==> src/rtl/imm_gen_pkg.sv <==
// Shared definitions for the decode-stage immediate generator: format codes,
// RV32I major opcodes and the layout of a buffered entry.
package imm_gen_pkg;

  typedef enum logic [2:0] {
    FMT_NONE = 3'd0,
    FMT_I    = 3'd1,
    FMT_S    = 3'd2,
    FMT_B    = 3'd3,
    FMT_U    = 3'd4,
    FMT_J    = 3'd5
  } fmt_e;

  localparam logic [6:0] OP_LOAD   = 7'b0000011;
  localparam logic [6:0] OP_IMM    = 7'b0010011;
  localparam logic [6:0] OP_JALR   = 7'b1100111;
  localparam logic [6:0] OP_SYSTEM = 7'b1110011;
  localparam logic [6:0] OP_STORE  = 7'b0100011;
  localparam logic [6:0] OP_BRANCH = 7'b1100011;
  localparam logic [6:0] OP_LUI    = 7'b0110111;
  localparam logic [6:0] OP_AUIPC  = 7'b0010111;
  localparam logic [6:0] OP_JAL    = 7'b1101111;
  localparam logic [6:0] OP_REG    = 7'b0110011;
  localparam logic [6:0] OP_FENCE  = 7'b0001111;

  localparam int FMT_W  = 3;
  localparam int META_W = FMT_W + 1;

  typedef struct packed {
    fmt_e fmt;
    logic illegal;
  } imm_meta_t;

  // Entry is packed as {imm, meta, target, pc}.
  function automatic int entry_width(input int xlen);
    return 3 * xlen + META_W;
  endfunction

endpackage

==> src/rtl/imm_gen_stage_imm_decode.sv <==
// Combinational immediate decoder: extracts the I/S/B/U/J immediate from an
// RV32I instruction word and sign-extends it to XLEN.
module imm_decode
  import imm_gen_pkg::*;
#(
  parameter int XLEN = 32
) (
  input  logic [31:0]     inst,
  output logic [XLEN-1:0] imm,
  output fmt_e            fmt,
  output logic            illegal
);

  logic [31:0] imm32;

  always_comb begin
    imm32   = '0;
    fmt     = FMT_NONE;
    illegal = 1'b0;
    case (inst[6:0])
      OP_IMM, OP_LOAD, OP_JALR, OP_SYSTEM: begin
        imm32 = {{20{inst[31]}}, inst[31:20]};
        fmt   = FMT_I;
      end
      OP_STORE: begin
        imm32 = {{20{inst[31]}}, inst[31:25], inst[11:7]};
        fmt   = FMT_S;
      end
      OP_BRANCH: begin
        imm32 = {{19{inst[31]}}, inst[31], inst[7], inst[30:25], inst[11:8], 1'b0};
        fmt   = FMT_B;
      end
      OP_LUI, OP_AUIPC: begin
        imm32 = {inst[31:12], 12'b0};
        fmt   = FMT_U;
      end
      OP_JAL: begin
        imm32 = {{11{inst[31]}}, inst[31], inst[19:12], inst[20], inst[30:21], 1'b0};
        fmt   = FMT_J;
      end
      OP_REG, OP_FENCE: begin
        imm32 = '0;
      end
      default: begin
        illegal = 1'b1;
      end
    endcase
  end

  // imm32[31] equals inst[31] for every format and stays 0 for NONE.
  if (XLEN > 32) begin : g_wide
    assign imm = {{(XLEN-32){imm32[31]}}, imm32};
  end else begin : g_narrow
    assign imm = imm32;
  end

endmodule

==> src/rtl/imm_gen_stage.sv <==
// Decode-stage immediate generator: decodes and sign-extends the immediate,
// forms the PC-relative target and buffers results behind a valid/ready skid stage.
module imm_gen_stage
  import imm_gen_pkg::*;
#(
  parameter int XLEN = 32,
  parameter bit SKID = 1'b1
) (
  input  logic            clk,
  input  logic            rst_n,
  input  logic            flush,
  input  logic            in_valid,
  output logic            in_ready,
  input  logic [31:0]     in_inst,
  input  logic [XLEN-1:0] in_pc,
  output logic            out_valid,
  input  logic            out_ready,
  output logic [XLEN-1:0] out_imm,
  output logic [2:0]      out_fmt,
  output logic            out_illegal,
  output logic [XLEN-1:0] out_target,
  output logic [XLEN-1:0] out_pc
);

  localparam int EW = entry_width(XLEN);

  logic [XLEN-1:0] dec_imm;
  fmt_e            dec_fmt;
  logic            dec_illegal;
  logic [XLEN-1:0] dec_target;
  logic            pc_rel;
  imm_meta_t       dec_meta;
  logic [EW-1:0]   in_entry;

  imm_decode #(.XLEN(XLEN)) u_decode (
    .inst    (in_inst),
    .imm     (dec_imm),
    .fmt     (dec_fmt),
    .illegal (dec_illegal)
  );

  assign pc_rel     = (dec_fmt == FMT_B) || (dec_fmt == FMT_J) || (in_inst[6:0] == OP_AUIPC);
  assign dec_target = pc_rel ? (in_pc + dec_imm) : '0;
  assign dec_meta   = '{fmt: dec_fmt, illegal: dec_illegal};
  assign in_entry   = {dec_imm, dec_meta, dec_target, in_pc};

  logic          out_valid_reg, out_valid_next;
  logic [EW-1:0] out_data_reg, out_data_next;
  logic          skid_valid_reg, skid_valid_next;
  logic [EW-1:0] skid_data_reg, skid_data_next;
  logic          accept;

  // With SKID=0 the skid entry never fills, so in_ready must see the consumer directly.
  assign in_ready = SKID ? ~skid_valid_reg : (out_ready | ~out_valid_reg);
  assign accept   = in_valid & in_ready;

  always_comb begin
    out_valid_next  = out_valid_reg;
    out_data_next   = out_data_reg;
    skid_valid_next = skid_valid_reg;
    skid_data_next  = skid_data_reg;
    if (flush) begin
      out_valid_next  = 1'b0;
      out_data_next   = '0;
      skid_valid_next = 1'b0;
      skid_data_next  = '0;
    end else if (!out_valid_reg || out_ready) begin
      if (skid_valid_reg) begin
        out_data_next   = skid_data_reg;
        out_valid_next  = 1'b1;
        skid_valid_next = 1'b0;
      end else if (accept) begin
        out_data_next  = in_entry;
        out_valid_next = 1'b1;
      end else begin
        out_valid_next = 1'b0;
      end
    end else if (SKID && accept) begin
      skid_valid_next = 1'b1;
      skid_data_next  = in_entry;
    end
  end

  always_ff @(posedge clk or negedge rst_n) begin
    if (!rst_n) begin
      out_valid_reg  <= 1'b0;
      out_data_reg   <= '0;
      skid_valid_reg <= 1'b0;
      skid_data_reg  <= '0;
    end else begin
      out_valid_reg  <= out_valid_next;
      out_data_reg   <= out_data_next;
      skid_valid_reg <= skid_valid_next;
      skid_data_reg  <= skid_data_next;
    end
  end

  imm_meta_t out_meta;

  assign {out_imm, out_meta, out_target, out_pc} = out_data_reg;
  assign out_fmt     = out_meta.fmt;
  assign out_illegal = out_meta.illegal;
  assign out_valid   = out_valid_reg;

endmodule

==> config.mk <==
export PLATFORM = sky130hd
export DESIGN_NAME = imm_gen_stage
export DESIGN_NICKNAME = d
export VERILOG_FILES = /design/src/rtl/imm_gen_pkg.sv /design/src/rtl/imm_gen_stage_imm_decode.sv /design/src/rtl/imm_gen_stage.sv
export SDC_FILE = /design/constraint.sdc
export NUM_CORES = 1
export LEC_CHECK = 0
export BUFFER_PORTS_ARGS = -buffer_cell sky130_fd_sc_hd__buf_2
export CORE_AREA = 2 2 176 178
export CTS_BUF_LIST = sky130_fd_sc_hd__clkbuf_16
export DETAILED_ROUTE_END_ITERATION = 12
export DIE_AREA = 0 0 178 180
export PLACE_DENSITY = 0.53
export SYNTH_ARGS = -nofsm -noshare
export SYNTH_HDL_FRONTEND = slang
export SYNTH_SLANG_ARGS = --single-unit
==> constraint.sdc <==
create_clock -name clk -period 2.7 [get_ports clk]
set_clock_uncertainty 0.1 [all_clocks]
set_input_delay 0.54 -clock clk [delete_from_list [all_inputs] [get_ports clk]]
set_output_delay 0.54 -clock clk [all_outputs]
set_load 0.05 [all_outputs]
==> results of run 1 <==
[per-stage QoR]
step | setup TNS, ns | utilization | hold slack [ns] | cells | area (sq um)
2_1_floorplan | -25.41 | - | 0.1444 | 1111 | 10750
3_3_place_gp | -59.00 | 0.4462 | 0.3558 | 1817 | 13470
3_5_place_dp | -59.38 | 0.4462 | 0.3648 | 1817 | 13470
4_1_cts | -18.59 | 0.5039 | 0.1654 | 1891 | 15210
5_1_grt | -22.71 | 0.5157 | 0.1781 | 1893 | 15570
6_report | -17.20 | 0.5157 | 0.1828 | 1893 | 15570
[path summary, 6_finish.rpt]
| path | start | end | slack, ns |
|---|---|---|---|
| min in group asynchronous | rst_n | skid_data_reg[3]$_DFFE_PN0P_ | 0.39 |
| hold / removal | in_pc[21] | skid_data_reg[21]$_DFFE_PN0P_ | 0.18 |
| max in group asynchronous | rst_n | out_data_reg[52]$_DFFE_PN0P_ | 1.44 |
| hold reg to reg | out_data_reg[87]$_DFFE_PN0P_ | out_data_reg[87]$_DFFE_PN0P_ | 0.37 |
| setup / recovery | in_inst[4] | out_data_reg[48]$_DFFE_PN0P_ | -0.55 |
| setup reg to reg | skid_valid_reg$_DFFE_PN0P_ | skid_data_reg[57]$_DFFE_PN0P_ | 0.41 |
[layer usage]
metal | vias to the layer above | part of all wire | wire length (microns)
li1 | 4685 | - | -
met1 | 4860 | 0.45 | 16290
met2 | 248 | 0.47 | 17120
met3 | 61 | 0.058 | 2116
met4 | 0 | 0.025 | 912
met5 | - | 0 | 0
[worst max-delay path: stages]
cell and delay (ns):
buf_12 0.11, xnor2_2 0.15, o21ai_2 0.07, and2_4 0.16, buf_6 0.11, a22oi_2 0.21, inv_2 0.08, ha_4 0.17
fa_2 0.36, a21o_1 0.20, a221oi_4 0.32, o211ai_2 0.17, a21oi_1 0.22, o21ai_2 0.09, xor2_1 0.17, a222oi_1 0.34
inv_1 0.07
[area by class of cell]
| class | count | area (sq um) | share of cell area |
|---|---|---|---|
| sequential | 202 | 5059 | 0.3249 |
| inverter | 44 | 165.2 | 0.01061 |
| clock inverter | 18 | 220.2 | 0.01414 |
| timing repair buffer | 417 | 3004 | 0.1929 |
| tap | 396 | 495.5 | 0.03182 |
| clock buffer | 25 | 625.6 | 0.04018 |
| multi-input combinational | 791 | 6001 | 0.3854 |
[what timing repair did]
item | 4_1_cts | 5_1_grt
cloned | 0 | 0
buffers inserted | 36 | 15
endpoints found under the setup margin | 51 | 57
pin swaps | 79 | 69
hold buffers | 1 | 0
endpoints found under the hold margin | 30 | 0
gates resized for setup | 137 | 69
[power breakdown]
group | switching [mW] | total (mW) | internal (mW)
clock | 1.35 | 3.50 | 2.15
combinational | 0.750 | 1.22 | 0.470
sequential | 0.0299 | 3.11 | 3.08
total | 2.13 | 7.83 | 5.70
[logic make-up (layout without fill, tap and decap cells)]
kind of cell,count (synthesis),after routing,synth area share
compound gates,400,400,0.2490
simple gates,284,284,0.1158
flops,202,202,0.4827
buf+inv,118,504,0.04456
mux,41,41,0.03919
fa+ha+maj,36,36,0.04373
xor+xnor,30,30,0.02509
[cells in the mapped netlist, types with 4 or more instances]
| cell | instances | area [sq um] |
|---|---|---|
| a31o_2 | 4 | 35.03 |
| nor3_1 | 6 | 30.03 |
| inv_1 | 43 | 161.4 |
| nand2_1 | 181 | 679.4 |
| a22o_1 | 76 | 665.6 |
| dfrtp_1 | 202 | 5055 |
| a32oi_1 | 4 | 35.03 |
| a21o_1 | 17 | 127.6 |
| nand2b_1 | 4 | 25.02 |
| o21ai_0 | 146 | 730.7 |
| o21bai_1 | 7 | 52.55 |
| a22oi_1 | 15 | 112.6 |
| buf_1 | 10 | 37.54 |
| a31oi_1 | 5 | 31.28 |
| xnor2_1 | 18 | 157.7 |
| buf_2 | 9 | 45.04 |
| nand3_1 | 8 | 40.04 |
| clkbuf_1 | 52 | 195.2 |
| nor2b_1 | 7 | 43.79 |
| and3_1 | 7 | 43.79 |
| and2_1 | 7 | 43.79 |
| a211oi_1 | 4 | 30.03 |
| a21oi_1 | 81 | 405.4 |
| nor2_1 | 46 | 172.7 |
| mux2i_1 | 41 | 410.4 |
| xor2_1 | 12 | 105.1 |
| o21a_1 | 7 | 52.55 |
| nand4_1 | 8 | 50.05 |
| ha_1 | 35 | 437.9 |
==> implementation parameters, run 1 <==
Parameter                              Value

Logic synthesis
  Yosys synthesis warning count ... 0
  Post-synth EDFFs ... 0
  Flop and latch count out of synthesis ... about 200
  Flip-flop cell with the highest count after synthesis ... dfrtp_1
  Per-instance average area after synthesis ... between 9 and 10 sq um
  Syn Inst Count ... about 1.1k
  Post-synthesis async set-or-reset flop share ... 1.000
  Cell Area, Synth ... ~10000 sq um
  Library cells used by synthesis ... 66
  Post-synth net total ... 1216
  Post-synthesis sequential area ratio ... 0.4827

STA
  Slack of the critical path ... -0.5499 ns
  Setup repair after global routing missed its margin ... true
  Final count of hold timing violations ... 0
  Shortest period the worst path allows ... 3.250 ns
  Final setup violation count ... 51
  Maximum clock frequency ... about 310 MHz
  Max-slew headroom ... 0.2440
  Pin slew with the least headroom to its limit ... around 1.1 ns
  Final worst-path cycle share ... 1.204
  Max-slew violation count ... 0

Clock network
  CTS Buffer Depth ... 3
  CTS clock-pin slew for the worst setup and hold paths ... 0.06 ns
  H-tree Lvls ... 1
  CTS root buf ... clkbuf_16
  Number of clock sinks ... slightly above 200
  Clock latency on the worst-skew pair ... approximately 0.53 ns
  Clock tree from TritonCTS ... built
  Number of buffers created by CTS ... 24

Critical path
  Startpoint-to-endpoint class of the critical path ... in2reg
  Endpoint kind of the worst setup timing path ... register
  Depth of the worst register-to-register path ... 5
  Endpoint arrival time on the critical path ... between 3 and 4 ns
  Critical path launch point type ... primary input
  Worst EP required ... 3.00 ns
  Worst-path maximum fanout ... 7

Global routing
  Initial antenna violation count ... 1
  Vias in the first global route ... 9904
  Wire length of the first global-routing pass ... 56950 microns
  Global Route met1 Usage ... 0.3132
  Met2 Usage GRT ... 0.3616
  Largest net degree at the start of global routing ... 68
  GRT Resource Usage Total ... 0.2252
  Met3 demand-to-capacity share in global routing ... 0.03807
  Routing layer with the top usage in global route ... met2
  Global route overflow ... 0

Cells and area
  Number of fill cells in the layout ... 2738
  Layout-stage area growth over the synthesis result ... 48.67%
  Proportion of layout cells with a drive suffix above 1 ... 0.4055
  Most common cell after layout, fill and taps aside ... buf_4
  Commonest non-fill, non-tap cells in the layout ... buf_4 (210), dfrtp_1 (201), nand2_1 (174), buf_2 (164), o21ai_0 (114)
  Nets ... 1585
  Number of antenna repair diodes ... 0

Route
  Number of iterations in the first detailed-routing pass ... 5
  DRC violation total after the first TritonRoute iteration ... 531
  Routed wire length per instance ... slightly below 20 microns
  Routed wire length ... ~36000 microns
  Ratio of routed vias to standard cells ... roughly 5.2
  DRC violations left ... 0
  Remaining antenna violation count ... 0
  Via Count ... 9854

Die
  Num ports ... 171
  Die boundary height ... around 180 microns
  CORE AREA ... just over 30000 sq um
  Total die area ... between 30000 and 40000 sq um
  Placement row count ... 64
  Effective utilization at floorplan ... 0.3469
  Width of the die ... approximately 180 microns

Power
  Power Total ... about 7.8 mW
  Static leakage ... 7.797 nW
  IR Drop Worst-Case VDD ... 0.0004114 V
  Pwr Density ... between 500 and 600 nW/um^2

Job
  Max-cap check violation count ... 0

Placed design
  Detailed Place HPWL ... roughly 26000 microns
  Worst setup slack before clock tree synthesis ... -1.369 ns
  Final weighted congestion in routability-driven placement ... just under 1
  Count of buffers inserted at the top-level ports ... 170

Outcome
  Result of the run ... complete, but fails checks
  Violations in the final reports ... setup timing

Hold path
  Classification of the worst-slack hold path ... in2reg
  Hold Path Cell Cnt ... 2
Note: power is estimated with default switching activity, not from simulation.
==> inputs of run 2 (changes only) <==
--- a/config.mk
+++ b/config.mk
@@ -6,11 +6,13 @@
 export NUM_CORES = 1
 export LEC_CHECK = 0
 export BUFFER_PORTS_ARGS = -buffer_cell sky130_fd_sc_hd__buf_2
-export CORE_AREA = 2 2 176 178
+export CELL_PAD_IN_SITES_DETAIL_PLACEMENT = 0
+export CELL_PAD_IN_SITES_GLOBAL_PLACEMENT = 1
+export CORE_AREA = 2 2 190 192
 export CTS_BUF_LIST = sky130_fd_sc_hd__clkbuf_16
 export DETAILED_ROUTE_END_ITERATION = 12
-export DIE_AREA = 0 0 178 180
-export PLACE_DENSITY = 0.53
+export DIE_AREA = 0 0 192 194
+export PLACE_DENSITY = 0.58
 export SYNTH_ARGS = -nofsm -noshare
 export SYNTH_HDL_FRONTEND = slang
 export SYNTH_SLANG_ARGS = --single-unit
==> constraint.sdc (replaced) <==
create_clock -name clk -period 2.7 [get_ports clk]
set_clock_uncertainty 0.1 [all_clocks]
set_input_delay 0.54 -clock clk [delete_from_list [all_inputs] [get_ports clk]]
set_output_delay 0.54 -clock clk [all_outputs]
set_load 0.005 [all_outputs]
==> implementation parameters, run 2 (synthesized netlist as in run 1, its figures left out) <==
Parameter                              Value

Outcome
  Result of the run ... complete, but fails checks
  Violations in the final reports ... setup timing

Route
  DRC violation total after the first TritonRoute iteration ... 559
  Number of iterations in the first detailed-routing pass ... 5
  Routed wire length per instance ... approximately 19 microns
  Ratio of routed vias to standard cells ... 4.993
  Via Count ... slightly below 10k
  Remaining antenna violation count ... 0
  Routed wire length ... 38290 microns
  DRC violations left ... 0

Cells and area
  Layout-stage area growth over the synthesis result ... 48.97%
  Proportion of layout cells with a drive suffix above 1 ... 0.4061
  Nets ... about 1.6k
  Most common cell after layout, fill and taps aside ... buf_4
  Commonest non-fill, non-tap cells in the layout ... buf_4 (215), dfrtp_1 (201), nand2_1 (173), buf_2 (163), o21ai_0 (119)
  Number of fill cells in the layout ... 3545
  Utilization after layout ... 0.4429

Global routing
  Global route overflow ... 0
  Largest net degree at the start of global routing ... between 100 and 150
  GRT Resource Usage Total ... 0.2020
  Wire length of the first global-routing pass ... between 50000 and 60000 microns
  Vias in the first global route ... about 9.7k
  Initial antenna violation count ... 2

Critical path
  Depth of the worst register-to-register path ... 5
  Startpoint-to-endpoint class of the critical path ... in2reg
  Worst reg2reg endpoint ... skid_data_reg[18]$_DFFE_PN0P_
  Endpoint kind of the worst setup timing path ... register
  Longest individual stage delay on the worst path ... about 0.37 ns
  Worst reg-to-reg setup slack ... 0.42 ns
  Critical path launch point type ... primary input
  Cells traversed along the worst timing path ... buf_8 > xnor2_2 > o21ai_2 > and2_1 > buf_4 > a22oi_2 > inv_2 > ha_4 > fa_2 > a21o_1 > a221oi_4 > o211ai_4 > a21o_1 > a21oi_2 > o31ai_2 > xor2_1 > a22o_1
  Worst EP required ... just over 3 ns
  Beginning of the worst register-to-register path ... out_valid$_DFFE_PN0N_
  Worst path slowest cell ... a221oi_4
  Endpoint arrival time on the critical path ... about 3.6 ns
  Endpoint of the worst setup timing path ... skid_data_reg[60]$_DFFE_PN0P_
  Launching element of the worst setup path ... in_inst[4]
  Critical path's most frequent cell ... a21o_1
  Worst-path maximum fanout ... 5

STA
  Hold Worst Slack ... approximately 0.15 ns
  Slack of the critical path ... -0.5393 ns
  Pin slew with the least headroom to its limit ... about 1.0 ns
  Final worst-path cycle share ... 1.200
  Setup repair after global routing missed its margin ... true
  Final setup violation count ... 52
  Max-slew violation count ... 0
  Final count of hold timing violations ... 0
  Shortest period the worst path allows ... roughly 3.2 ns
  Max-slew headroom ... 0.3285
  Maximum clock frequency ... roughly 310 MHz

Die
  CORE AREA ... about 35000 sq um
  Die boundary height ... just under 200 microns
  Placement row count ... 69
  Width of the die ... 192 microns
  Num ports ... between 150 and 200
  Effective utilization at floorplan ... 0.2973
  Total die area ... roughly 37000 sq um

Power
  IR Drop Worst-Case VDD ... 0.0004092 V
  Static leakage ... between 7 and 8 nW
  Pwr Density ... just under 500 nW/um^2

Placed design
  Worst setup slack before clock tree synthesis ... -1.255 ns
  Count of buffers inserted at the top-level ports ... 170
  Final weighted congestion in routability-driven placement ... 0.9417
  Detailed Place HPWL ... between 20000 and 30000 microns

Clock network
  CTS root buf ... clkbuf_16
  H-tree Lvls ... 1
  Number of clock sinks ... 202
  CTS Buffer Depth ... 3
  Clock latency on the worst-skew pair ... 0.55 ns
  CTS clock-pin slew for the worst setup and hold paths ... 0.06 ns
  Clock tree from TritonCTS ... built
  Number of buffers created by CTS ... 25

Hold path
  Classification of the worst-slack hold path ... in2reg

Job
  Max-cap check violation count ... 0
-- run 2: cell types whose count changed in the layout (fill, tap and decap cells not counted), moves of 4 or more --
cell	delta
inv_1	+5
ha_4	-4
clkinv_2	+4
nand2_2	+4
o21ai_0	+5
o21ai_2	+9
a21oi_4	-7
buf_4	+5
a21oi_1	+6
o21ai_1	-15
ha_1	+5
inv_2	-4
-- run 2: timing repair --
item,4_1_cts,5_1_grt
buffers inserted,23,14
setup endpoints to repair,51,53
gates resized for setup,81,105
endpoints found under the hold margin,27,0
hold buffers,1,0
pin swaps,45,69
-- run 2: cell type report --
cell class                      count  area [sq um]  share of cell area
Multi-Input combinational cell    791          5897              0.3780
Sequential cell                   202          5059              0.3242
Timing Repair Buffer              421          3044              0.1951
Clock buffer                       25         625.6             0.04010
Tap cell                          461         576.8             0.03697
Clock inverter                     19         229.0             0.01468
Inverter                           44         165.2             0.01059
Antenna cell                        2         5.005           0.0003208
-- run 2: worst max-delay path: cells and delay by family --
kind | cells | cell delay (ns)
AO/OA/AOI/OAI | 9 | 1.67
XOR/XNOR | 2 | 0.34
adder cells (fa/ha/maj) | 2 | 0.52
buffers and inverters | 3 | 0.31
AND/OR/NAND/NOR | 1 | 0.16
-- run 2: metal layers --
metal / vias to the layer above / global-route usage / routed length [microns]
li1: 4705 / - / -
met1: 4852 / 0.2824 / 17510
met2: 205 / 0.3316 / 18380
met3: 50 / 0.02443 / 1506
met4: 0 / 0.05033 / 904
met5: - / 0 / 0
-- run 2: report_power, final --
group	switching [mW]	internal, mW
Sequential	0.0313	3.08
Combinational	0.605	0.459
Clock	1.37	2.16
-- run 2: metrics by stage --
stage                     std cells  TNS [ns]  total power, mW  instance area, sq um
final                          1965    -20.33            7.705                 15600
after global routing           1964    -25.52            8.014                 15600
after global placement         1889    -55.74            4.109                 13630
after CTS                      1955    -18.87            7.743                 15050
after floorplan                1111    -25.41            3.568                 10750
after detailed placement       1889    -57.08            4.109                 13630
-- run 2: how the worst min path moves through the flow --
stage               from                            end  slack, ns  cells past startpoint
6_report       in_pc[29]  skid_data_reg[29]$_DFFE_PN0P_       0.15                      2
5_1_grt        in_pc[29]  skid_data_reg[29]$_DFFE_PN0P_       0.15                      2
4_1_cts        in_pc[29]  skid_data_reg[29]$_DFFE_PN0P_       0.13                      2
3_5_place_dp       rst_n    out_data_reg[1]$_DFFE_PN0P_       0.35                      1
3_3_place_gp       rst_n    out_data_reg[1]$_DFFE_PN0P_       0.35                      1
2_1_floorplan      rst_n    out_data_reg[0]$_DFFE_PN0P_       0.14                      0
==> inputs of run 3 (changes only) <==
--- a/config.mk
+++ b/config.mk
@@ -13,6 +13,7 @@
 export DETAILED_ROUTE_END_ITERATION = 12
 export DIE_AREA = 0 0 192 194
 export PLACE_DENSITY = 0.58
+export REMOVE_ABC_BUFFERS = 1
 export SYNTH_ARGS = -nofsm -noshare
 export SYNTH_HDL_FRONTEND = slang
 export SYNTH_SLANG_ARGS = --single-unit
==> constraint.sdc (replaced) <==
create_clock -name clk -period 4.1 [get_ports clk]
set_clock_uncertainty 0.1 [all_clocks]
set_input_delay 0.82 -clock clk [delete_from_list [all_inputs] [get_ports clk]]
set_output_delay 0.82 -clock clk [all_outputs]
set_load 0.005 [all_outputs]
==> implementation parameters, run 3 (synthesized netlist as in run 1, its figures left out) <==
Parameter                              Value

Die
  Total die area ... between 30000 and 40000 sq um
  Die boundary height ... about 190 microns
  CORE AREA ... ~35000 sq um
  Placement row count ... 69
  Effective utilization at floorplan ... 0.2973
  Num ports ... between 150 and 200
  Width of the die ... approximately 190 microns

Critical path
  Top cell family by delay on the critical path ... compound AO/OA/AOI/OAI gates
  Count of buffer and inverter cells on the critical path ... 3
  Cells traversed along the worst timing path ... buf_2 > xnor2_1 > o21ai_1 > and2_1 > a22oi_1 > inv_1 > ha_1 > fa_1 > a21o_1 > a221oi_2 > buf_4 > o211ai_2 > a21o_1 > a21oi_1 > o31ai_1 > xor2_1 > a22o_1
  Beginning of the worst register-to-register path ... skid_valid_reg$_DFFE_PN0P_
  Endpoint kind of the worst setup timing path ... register
  Worst-path maximum fanout ... 10
  Longest individual stage delay on the worst path ... 0.42 ns
  Cell count along the critical path ... 17
  Worst path slowest cell ... fa_1
  Worst reg-to-reg setup slack ... around 1.3 ns
  Critical path's most frequent cell ... a21o_1
  Endpoint arrival time on the critical path ... around 3.9 ns
  Startpoint-to-endpoint class of the critical path ... in2reg
  Depth of the worst register-to-register path ... 8
  Critical path launch point type ... primary input
  Worst EP required ... 4.40 ns
  Worst reg2reg endpoint ... out_data_reg[63]$_DFFE_PN0P_

STA
  Hold Worst Slack ... roughly 0.19 ns
  Maximum clock frequency ... ~280 MHz
  Max-slew violation count ... 0
  Pin slew with the least headroom to its limit ... 0.6448 ns
  Shortest period the worst path allows ... 3.618 ns
  Final setup violation count ... 0
  Final count of hold timing violations ... 0
  Post-route setup TNS ... 0 ns
  Setup repair after global routing missed its margin ... false
  Final worst-path cycle share ... 0.8824
  Max-slew headroom ... 0.5701

Placed design
  Count of buffers inserted at the top-level ports ... 170
  Detailed Place HPWL ... 24420 microns
  Final weighted congestion in routability-driven placement ... just over 0.8

Power
  Pwr Density ... 345.5 nW/um^2
  IR Drop Worst-Case VDD ... 0.0002424 V
  Internal power ... 3.461 mW
  Static leakage ... roughly 6.9 nW
  Switching portion of total power ... 0.2583
  Relative contribution of the clock network to total power ... 0.447
  Combinational fraction of design power ... 0.114
  Power Total ... ~4.7 mW
  Sequential group share of total power ... 0.440
  Sw Pwr ... approximately 1.2 mW

Cells and area
  Proportion of layout cells with a drive suffix above 1 ... 0.2638
  Commonest non-fill, non-tap cells in the layout ... dfrtp_1 (201), nand2_1 (181), buf_2 (169), o21ai_0 (146), buf_4 (136)
  Most common cell after layout, fill and taps aside ... dfrtp_1
  Number of fill cells in the layout ... ~3.7k
  Register area ... 5059 sq um
  Utilization after layout ... 0.3835
  Nets ... around 1.5k
  Layout-stage area growth over the synthesis result ... 28.97%
  Multi-input gate area in the final layout ... about 5000 sq um

Outcome
  Result of the run ... complete, no violations

Clock network
  Post-CTS Resized ... 0
  CTS clock-pin slew for the worst setup and hold paths ... 0.05 ns
  H-tree Lvls ... 1
  Cts-stage hold buffer count ... 0
  # Post-CTS Setup Buffers ... 0
  Number of clock sinks ... 202
  CTS root buf ... clkbuf_16
  Clock tree from TritonCTS ... built
  CTS Buffer Depth ... 3
  Clock latency on the worst-skew pair ... 0.52 ns
  Number of buffers created by CTS ... 25

Global routing
  Initial antenna violation count ... 1
  Global route overflow ... 0
  Wire length of the first global-routing pass ... approximately 54000 microns
  GRT Resource Usage Total ... 0.1849
  Largest net degree at the start of global routing ... a little under 100
  Vias in the first global route ... 9145

Route
  Routed wire length ... ~34000 microns
  Number of iterations in the first detailed-routing pass ... 5
  DRC violations left ... 0
  Remaining antenna violation count ... 0
  DRC violation total after the first TritonRoute iteration ... about 480
  Routed wire length per instance ... 18.58 microns
  Via Count ... approximately 9.2k
  Ratio of routed vias to standard cells ... roughly 4.9

Hold path
  Classification of the worst-slack hold path ... in2async

Job
  Max-cap check violation count ... 0
==> run 3: final cells by class <==
class | instances | share of cell area
Clock inverter | 19 | 0.01028
Inverter | 44 | 0.01223
Sequential cell | 202 | 0.3745
Antenna cell | 2 | 0.0003705
Clock buffer | 25 | 0.04632
Timing Repair Buffer | 310 | 0.1452
Tap cell | 461 | 0.04270
Multi-Input combinational cell | 791 | 0.3684
==> run 3: worst max-delay path by stage <==
| stage | from | endpoint | slack, ns |
|---|---|---|---|
| final | in_inst[2] | skid_data_reg[60]$_DFFE_PN0P_ | 0.48 |
| after global routing | in_inst[3] | out_data_reg[55]$_DFFE_PN0P_ | 0.17 |
| after CTS | in_inst[2] | skid_data_reg[60]$_DFFE_PN0P_ | 0.44 |
| after detailed placement | in_inst[2] | skid_data_reg[60]$_DFFE_PN0P_ | -0.1 |
| after global placement | in_inst[4] | skid_data_reg[60]$_DFFE_PN0P_ | -0.07 |
| after floorplan | skid_valid_reg$_DFFE_PN0P_ | skid_data_reg[63]$_DFFE_PN0P_ | -2.37 |
==> run 3: power groups by stage <==
| stage | clock network, mW | logic, mW | registers [mW] |
|---|---|---|---|
| detailed placement | 0 | 0.539 | 2.09 |
| CTS | 2.15 | 0.542 | 2.05 |
| finish | 2.08 | 0.531 | 2.05 |
| global route | 2.25 | 0.592 | 2.06 |
| floorplan | 0 | 0.218 | 2.09 |
| global placement | 0 | 0.540 | 2.09 |
==> run 3: per-layer routing <==
metal | routed length (microns) | global-route usage
met5 | 0 | 0
met4 | 373 | 0.02771
met2 | 15870 | 0.2974
met3 | 1501 | 0.02371
met1 | 16700 | 0.2701
==> run 3: worst register-to-register path: stages, from the launching register on <==
cell	delay, ns
dfrtp_4	0.66
o21a_1	0.33
nand2b_2	0.46
buf_4	0.40
nor2_1	0.08
buf_4	0.24
a22o_1	0.22
nor3_1	0.14
nor2_1	0.06
==> run 3: per-stage QoR <==
| stage | instances | instance area, sq um | setup WS, ns |
|---|---|---|---|
| after floorplan | 1037 | 10170 | -2.370 |
| after global placement | 1808 | 12740 | -0.07369 |
| after detailed placement | 1808 | 12740 | -0.09791 |
| after CTS | 1852 | 13500 | 0.4421 |
| after global routing | 1852 | 13500 | 0.1679 |
| final | 1854 | 13510 | 0.4823 |
